## src/rtl/riscv_muldiv_iter.sv

```systemverilog
// Iterative RV M-extension execute unit: radix-2 shift-add multiply and restoring divide
// at one bit per cycle, with a one-cycle fast path for divide-by-zero and signed overflow.
module riscv_muldiv_iter #(
    parameter int unsigned XLEN = 32
) (
    input  logic            clk,
    input  logic            rst_n,
    input  logic            flush_i,
    input  logic            valid_i,
    output logic            ready_o,
    input  logic [2:0]      funct3_i,
    input  logic [XLEN-1:0] rs1_i,
    input  logic [XLEN-1:0] rs2_i,
    output logic            valid_o,
    input  logic            ready_i,
    output logic [XLEN-1:0] result_o,
    output logic            busy_o
);

    localparam int unsigned CW = $clog2(XLEN);

    localparam logic [2:0] F_MUL    = 3'b000;
    localparam logic [2:0] F_MULH   = 3'b001;
    localparam logic [2:0] F_MULHSU = 3'b010;
    localparam logic [2:0] F_MULHU  = 3'b011;
    localparam logic [2:0] F_DIV    = 3'b100;
    localparam logic [2:0] F_DIVU   = 3'b101;
    localparam logic [2:0] F_REM    = 3'b110;
    localparam logic [2:0] F_REMU   = 3'b111;

    typedef enum logic [1:0] {
        S_IDLE = 2'd0,
        S_CALC = 2'd1,
        S_DONE = 2'd2
    } state_e;

    state_e          r_state;
    logic            r_ready;
    logic            r_valid;
    logic            r_busy;
    logic            r_neg;
    logic [2:0]      r_funct3;
    logic [CW-1:0]   r_cnt;
    logic [XLEN-1:0] r_a;
    logic [XLEN-1:0] r_b;
    logic [XLEN-1:0] r_hi;
    logic [XLEN-1:0] r_result;

    logic            w_is_div;
    logic            w_rs1_sgn;
    logic            w_rs2_sgn;
    logic            w_rs1_neg;
    logic            w_rs2_neg;
    logic            w_neg_in;
    logic            w_div_zero;
    logic            w_ovf;
    logic            w_fast;
    logic [XLEN-1:0] w_rs1_mag;
    logic [XLEN-1:0] w_rs2_mag;
    logic [XLEN-1:0] w_a_init;
    logic [XLEN-1:0] w_b_init;
    logic [XLEN-1:0] w_fast_res;
    logic [XLEN-1:0] w_int_min;

    logic [XLEN-1:0]   w_addend;
    logic [XLEN:0]     w_sum;
    logic [XLEN:0]     w_shift;
    logic [XLEN:0]     w_trial;
    logic [XLEN-1:0]   w_mul_hi;
    logic [XLEN-1:0]   w_mul_lo;
    logic [XLEN-1:0]   w_div_hi;
    logic [XLEN-1:0]   w_div_lo;
    logic [XLEN-1:0]   w_hi_nxt;
    logic [XLEN-1:0]   w_lo_nxt;
    logic [2*XLEN-1:0] w_prod;
    logic [2*XLEN-1:0] w_prod_s;
    logic [XLEN-1:0]   w_quo_s;
    logic [XLEN-1:0]   w_rem_s;
    logic [XLEN-1:0]   w_final;

    // Request decode: operand magnitudes, negate flag and fast-path detection
    always_comb begin
        w_int_min  = {1'b1, {(XLEN-1){1'b0}}};
        w_is_div   = funct3_i[2];
        w_rs1_sgn  = (funct3_i != F_MULHU) && (funct3_i != F_DIVU) && (funct3_i != F_REMU);
        w_rs2_sgn  = w_rs1_sgn && (funct3_i != F_MULHSU);
        w_rs1_neg  = w_rs1_sgn & rs1_i[XLEN-1];
        w_rs2_neg  = w_rs2_sgn & rs2_i[XLEN-1];
        w_rs1_mag  = w_rs1_neg ? -rs1_i : rs1_i;
        w_rs2_mag  = w_rs2_neg ? -rs2_i : rs2_i;
        w_neg_in   = (funct3_i == F_REM) ? w_rs1_neg : (w_rs1_neg ^ w_rs2_neg);
        w_a_init   = w_is_div ? w_rs2_mag : w_rs1_mag;
        w_b_init   = w_is_div ? w_rs1_mag : w_rs2_mag;
        w_div_zero = w_is_div && (rs2_i == '0);
        w_ovf      = ((funct3_i == F_DIV) || (funct3_i == F_REM)) &&
                     (rs1_i == w_int_min) && (rs2_i == '1);
        w_fast     = w_div_zero | w_ovf;
        w_fast_res = '0;
        if (w_div_zero) begin
            w_fast_res = funct3_i[1] ? rs1_i : '1;
        end else if (w_ovf) begin
            w_fast_res = funct3_i[1] ? '0 : rs1_i;
        end
    end

    // One datapath step: shift-add for multiply, restoring trial-subtract for divide
    always_comb begin
        w_addend = r_b[0] ? r_a : '0;
        w_sum    = {1'b0, r_hi} + {1'b0, w_addend};
        w_mul_hi = w_sum[XLEN:1];
        w_mul_lo = {w_sum[0], r_b[XLEN-1:1]};
        w_shift  = {r_hi, r_b[XLEN-1]};
        w_trial  = w_shift - {1'b0, r_a};
        if (!w_trial[XLEN]) begin
            w_div_hi = w_trial[XLEN-1:0];
            w_div_lo = {r_b[XLEN-2:0], 1'b1};
        end else begin
            w_div_hi = w_shift[XLEN-1:0];
            w_div_lo = {r_b[XLEN-2:0], 1'b0};
        end
        w_hi_nxt = r_funct3[2] ? w_div_hi : w_mul_hi;
        w_lo_nxt = r_funct3[2] ? w_div_lo : w_mul_lo;
    end

    // Sign fix-up and result selection for the final CALC step
    always_comb begin
        w_prod   = {w_hi_nxt, w_lo_nxt};
        w_prod_s = r_neg ? -w_prod : w_prod;
        w_quo_s  = r_neg ? -w_lo_nxt : w_lo_nxt;
        w_rem_s  = r_neg ? -w_hi_nxt : w_hi_nxt;
        w_final  = '0;
        case (r_funct3)
            F_MUL:    w_final = w_prod_s[XLEN-1:0];
            F_MULH:   w_final = w_prod_s[2*XLEN-1:XLEN];
            F_MULHSU: w_final = w_prod_s[2*XLEN-1:XLEN];
            F_MULHU:  w_final = w_prod_s[2*XLEN-1:XLEN];
            F_DIV:    w_final = w_quo_s;
            F_DIVU:   w_final = w_quo_s;
            F_REM:    w_final = w_rem_s;
            F_REMU:   w_final = w_rem_s;
            default:  w_final = '0;
        endcase
    end

    // Control FSM and datapath registers
    always_ff @(posedge clk or negedge rst_n) begin
        if (!rst_n) begin
            r_state  <= S_IDLE;
            r_ready  <= 1'b1;
            r_valid  <= 1'b0;
            r_busy   <= 1'b0;
            r_neg    <= 1'b0;
            r_funct3 <= '0;
            r_cnt    <= '0;
            r_a      <= '0;
            r_b      <= '0;
            r_hi     <= '0;
            r_result <= '0;
        end else begin
            case (r_state)
                S_IDLE: begin
                    if (valid_i && !flush_i) begin
                        r_funct3 <= funct3_i;
                        r_neg    <= w_neg_in;
                        r_a      <= w_a_init;
                        r_b      <= w_b_init;
                        r_hi     <= '0;
                        r_cnt    <= CW'(XLEN - 1);
                        r_ready  <= 1'b0;
                        r_busy   <= 1'b1;
                        if (w_fast) begin
                            r_result <= w_fast_res;
                            r_valid  <= 1'b1;
                            r_state  <= S_DONE;
                        end else begin
                            r_state  <= S_CALC;
                        end
                    end
                end
                S_CALC: begin
                    if (flush_i) begin
                        r_state  <= S_IDLE;
                        r_ready  <= 1'b1;
                        r_busy   <= 1'b0;
                        r_result <= '0;
                    end else begin
                        r_hi <= w_hi_nxt;
                        r_b  <= w_lo_nxt;
                        if (r_cnt == '0) begin
                            r_result <= w_final;
                            r_valid  <= 1'b1;
                            r_state  <= S_DONE;
                        end else begin
                            r_cnt <= r_cnt - CW'(1);
                        end
                    end
                end
                S_DONE: begin
                    if (flush_i || ready_i) begin
                        r_state <= S_IDLE;
                        r_ready <= 1'b1;
                        r_valid <= 1'b0;
                        r_busy  <= 1'b0;
                        if (flush_i) begin
                            r_result <= '0;
                        end
                    end
                end
                default: begin
                    r_state <= S_IDLE;
                    r_ready <= 1'b1;
                    r_valid <= 1'b0;
                    r_busy  <= 1'b0;
                end
            endcase
        end
    end

    assign ready_o  = r_ready;
    assign valid_o  = r_valid;
    assign busy_o   = r_busy;
    assign result_o = r_result;

endmodule

```

## config.mk

```make
export PLATFORM = sky130hd
export DESIGN_NAME = riscv_muldiv_iter
export DESIGN_NICKNAME = d
export VERILOG_FILES = /design/src/rtl/riscv_muldiv_iter.sv
export SDC_FILE = /design/constraint.sdc
export NUM_CORES = 1
export LEC_CHECK = 0
export BUFFER_PORTS_ARGS = -buffer_cell sky130_fd_sc_hd__buf_2
export CORE_ASPECT_RATIO = 0.75
export CORE_MARGIN = 4
export CORE_UTILIZATION = 63
export DETAILED_ROUTE_END_ITERATION = 12
export PLACE_DENSITY = 0.88
export SLEW_MARGIN = 10
export SYNTH_ARGS = -nofsm -noshare
export SYNTH_HDL_FRONTEND = slang
export SYNTH_SLANG_ARGS = --single-unit
```

## constraint.sdc

```tcl
create_clock -name clk -period 6.1 [get_ports clk]
set_clock_uncertainty 0.1 [all_clocks]
set_input_delay 0 -clock clk [delete_from_list [all_inputs] [get_ports clk]]
set_output_delay 0 -clock clk [all_outputs]
set_load 0.01 [all_outputs]
```

==> flow_summary_export.csv <==
group,metric,value,unit
outcome,status,"finished clean",
synthesis,synth_cell_types,85,
synthesis,synthMuxAreaShare,3.49,%
pwr,total_leakage_power,7.54,nW
synthesis,synth_compound_area_share,31.2,%
floorplanning,die_area,27900,µm²
synthesis,synth_top_cell_by_area,"dfrtp_1",
layout,num-fill-cells,2056,
synthesis,ys_seq_area_share,22.3,%
layout,stdcell_count,2604,
setup_path,crit_fanout,10,
sta,setup_viol_count_final,0,
routing,via_per_inst,7.21,
synthesis,yosys.area_share.simple,23.0,%
place,hpwlAfterDp,49700,µm
pwr,peakVddDrop,0.473,mV
setup_path,critPathSlowestCell,"nor2_1",
setup_path,slowest_delay,0.55,ns
global_route,grt-ovfl-total,0,
layout,multi_input_area,11600,µm²
routing,drtPass1Iterations,7,
place,placement.io_buffers,106,
clock_tree,max-clock-path-buffers,2,
routing,wl_met3,10900,µm
setup_path,crit_required,6.39,ns
routing,wl_met1,26200,µm
clock_tree,clk_latency,0.46,ns
floorplanning,die_h,146,µm
routing,drt_iter0_drc,3260,
global_route,track_usage,46.0,%
sta,min_period,5.91,ns
min_path,worstHoldPathType,"input pin to register",
place,gp_congestion,1.09,
synthesis,syn_area,15900,µm²
synthesis,synthArstFlopShare,100,%
setup_path,critPathMostFrequentCell,"a21oi_1",
pwr,powerDensity,624,nW/µm²
sta,max_freq,169,MHz
layout,area_growth,11.6,%
routing,highest_layer,"met5",
global_route,grt_max_degree,95,
synthesis,synth_edf_count,0,
global_route,grt_pass1_vias,16900,
setup_path,crit_type,"register to register",
run,drv_cap,0,
clock_tree,cts_resized,0,
global_route,antenna_found_initial,1,
floorplanning,pin_count,107,
clock_tree,clkSinkCount,142,
routing,drc_errors,0,
layout,nets,2399,
synthesis,synth.top_cells.by_area,"dfrtp_1 22%, a21oi_1 6.7%, o21ai_0 6.7%, nand2_1 6.0%, ha_1 5.8%",
clock_tree,cts_inserted_buffers,17,
synthesis,synth_top_area_share,22.1,%
clock_tree,cts_root_buffer,"clkbuf_16",
synthesis,synth_xor_area_share,8.90,%
synthesis,yosysWarningCount,0,
layout,layout-drive-gt1-share,10.1,%
setup_path,critical_path.top_delay_family,"compound AO/OA/AOI/OAI gates",
clock_tree,cts_max_level,4,
routing,drtAntennaViolNets,0,
sta,max_slew_margin,26.2,%
global_route,grt_pass1_wl,99900,µm
sta,setup_tns,0,ns
setup_path,crit_chain,"inv_1 > ha_1 > fa_1 > nand2b_1 > a21oi_1 > o31ai_1 > a21oi_1 > o2111a_1 > a21oi_1 > ha_1 > nand2_1 > nor3_1 > buf_4 > nand3_1 > or2_2 > nand2_1 > nor2_1 > a21oi_1 > o211ai_1 > o211ai_1 > a21oi_1 > a21o_1",
synthesis,synth_top_family_by_area,"compound AO/OA/AOI/OAI gates",
routing,dr_total_vias,18800,
floorplanning,coreArea,24900,µm²
synthesis,synth-main-ff-cell,"dfrtp_1",
routing,detail_route.wl_per_cell,25.4,µm
sta,timing.final.crit_share,96.8,%
synthesis,synthCells,2175,
setup_path,cp-end-kind,"register",
setup_path,start_kind,"register",
sta,worstMarginPinSlew,1.10,ns
synthesis,yosys.area_share.adder,6.06,%
synthesis,ys_seq_elements,142,
routing,totalWireLength,66100,µm
synthesis,synth_area_per_cell,7.33,µm²
floorplanning,fp.dieW,192,µm
routing,met2_length,25600,µm
layout,ff_latch_area,3560,µm²
sta,grt_setup_unrepaired,"false",
clock_tree,cts_tree,"built",
setup_path,worstPathArrival,6.20,ns
sta,hold_viol_final,0,
synthesis,synth_nets,2323,
setup_path,path_buf_inv,2,
sta,drv_slew,0,
clock_tree,clkSlewWorstSetupHoldPaths,0.07,ns
floorplanning,placementRows,50,
place,place_inst,2533,
floorplanning,initial_core_util,64.0,%
logic make-up after synthesis:
family | after synthesis
XOR/XNOR | 162
flip-flops | 142
AO/OA/AOI/OAI | 775
multiplexers | 53
AND/OR/NAND/NOR | 759
adder cells (fa/ha/maj) | 76
buffers and inverters | 208
power by group:
group,internal (mW),switching (mW)
registers,1.32,0.591
clock network,0.756,0.487
logic,2.80,5.13
worst paths after layout:
check,start,end,slack [ns],depth (start not counted)
worst min register to register,result_o[4],result_o[4],0.39,1
worst max-delay path,r_b[31],result_o[4],0.19,22
max in group asynchronous,rst_n,r_funct3[2],4.33,3
min in group asynchronous,rst_n,r_hi[27],0.08,2
worst min-delay path,rs2_i[6],r_b[6],0.01,5
worst max register to register,r_b[31],result_o[4],0.19,22
cells in the mapped netlist, types with 6 or more instances:
cell	count
a22o_1	21
mux2_2	13
a311oi_1	8
nand3_1	41
a2111oi_0	6
mux2i_1	38
and2_1	50
nor4_1	22
o21bai_1	10
o41ai_1	10
xnor2_1	97
clkbuf_1	106
a21oi_1	214
and3_1	16
or3_1	25
and4_1	7
or4_1	13
o21a_1	22
a31oi_1	29
a21o_1	28
nor2b_1	13
inv_1	74
o21ai_0	214
o211ai_1	31
buf_2	13
a22oi_1	15
or2_2	8
xor2_1	65
dfrtp_1	141
nor3_1	59
o2111ai_1	9
o211a_1	9
o31a_1	6
ha_1	74
o31ai_1	31
o221ai_1	29
nand4_1	19
a21boi_0	7
nand2b_1	20
a211oi_1	19
buf_1	11
nand2_1	254
nor3b_1	12
nor2_1	178
routing by layer:
| metal | track usage, % | up-vias |
|---|---|---|
| met5 | 0 | - |
| met4 | 19.0 | 2 |
| met3 | 17.6 | 301 |
| met2 | 61.9 | 1610 |
| met1 | 65.8 | 8698 |
| li1 | - | 8162 |
layout make-up:
| class | instances | area share [%] |
|---|---|---|
| clock buffers | 21 | 2.59 |
| inverters | 76 | 1.60 |
| well taps | 338 | 2.38 |
| repair buffers | 189 | 7.11 |
| diodes | 2 | 0.0281 |
| clock inverters | 11 | 1.13 |
| multi-input cells | 1825 | 65.1 |
| flip-flops and latches | 142 | 20.0 |
registers in the layout, indices dropped and copies added (netlist names):
signal    cells
busy_o        1
r_b          32
result_o     32
r_neg         1
valid_o       1
r_cnt         5
r_hi         32
r_a          32
ready_o       1
r_state       2
r_funct3      3
timing repair:
action	CTS	global route
endpoints found under the setup margin	0	0
hold buffers	37	0
buffers inserted	0	0
hold endpoints to repair	119	0
tightest hold or removal path: stages:
cell and delay [ns]:
buf_2 0.14, xnor2_1 0.10, nor2_1 0.09, a21oi_1 0.06, o21ai_0 0.13
cells in the final DEF, fill, tap and decap left out, drive strengths merged, types with 20 or more instances in the layout:
cell type	Yosys	final
nand2	254	254
o21ai	219	219
a21oi	214	214
nor2	178	178
buf	26	152
dfrtp	141	141
xnor2	97	97
inv	74	79
ha	74	74
xor2	65	65
nor3	59	59
and2	51	51
nand3	41	41
mux2i	39	39
dlygate4sd3	0	37
o211ai	32	32
o31ai	31	31
o221ai	29	29
a31oi	29	29
a21o	28	28
or3	27	27
o21a	22	22
nor4	22	22
a22o	21	21
a211oi	21	21
clkbuf	106	21
nand2b	20	20
nand4	20	20
metrics by stage:
step / instance area (µm²) / worst slack, ns / hold WS (ns) / power [mW] / utilization, %
2_1_floorplan: 15900 / 1.44 / -0.396 / 6.99 / -
3_5_place_dp: 16700 / 0.588 / 0.0205 / 9.34 / 67.2
6_report: 17800 / 0.194 / 0.0143 / 11.1 / 71.4
4_1_cts: 17800 / 0.507 / 0.00322 / 10.7 / 71.4
3_3_place_gp: 16700 / 0.798 / 0.00119 / 9.21 / 67.2
5_1_grt: 17800 / 0.0200 / 0.0443 / 11.6 / 71.4
No activity file was read; power rests on OpenSTA's default activity.
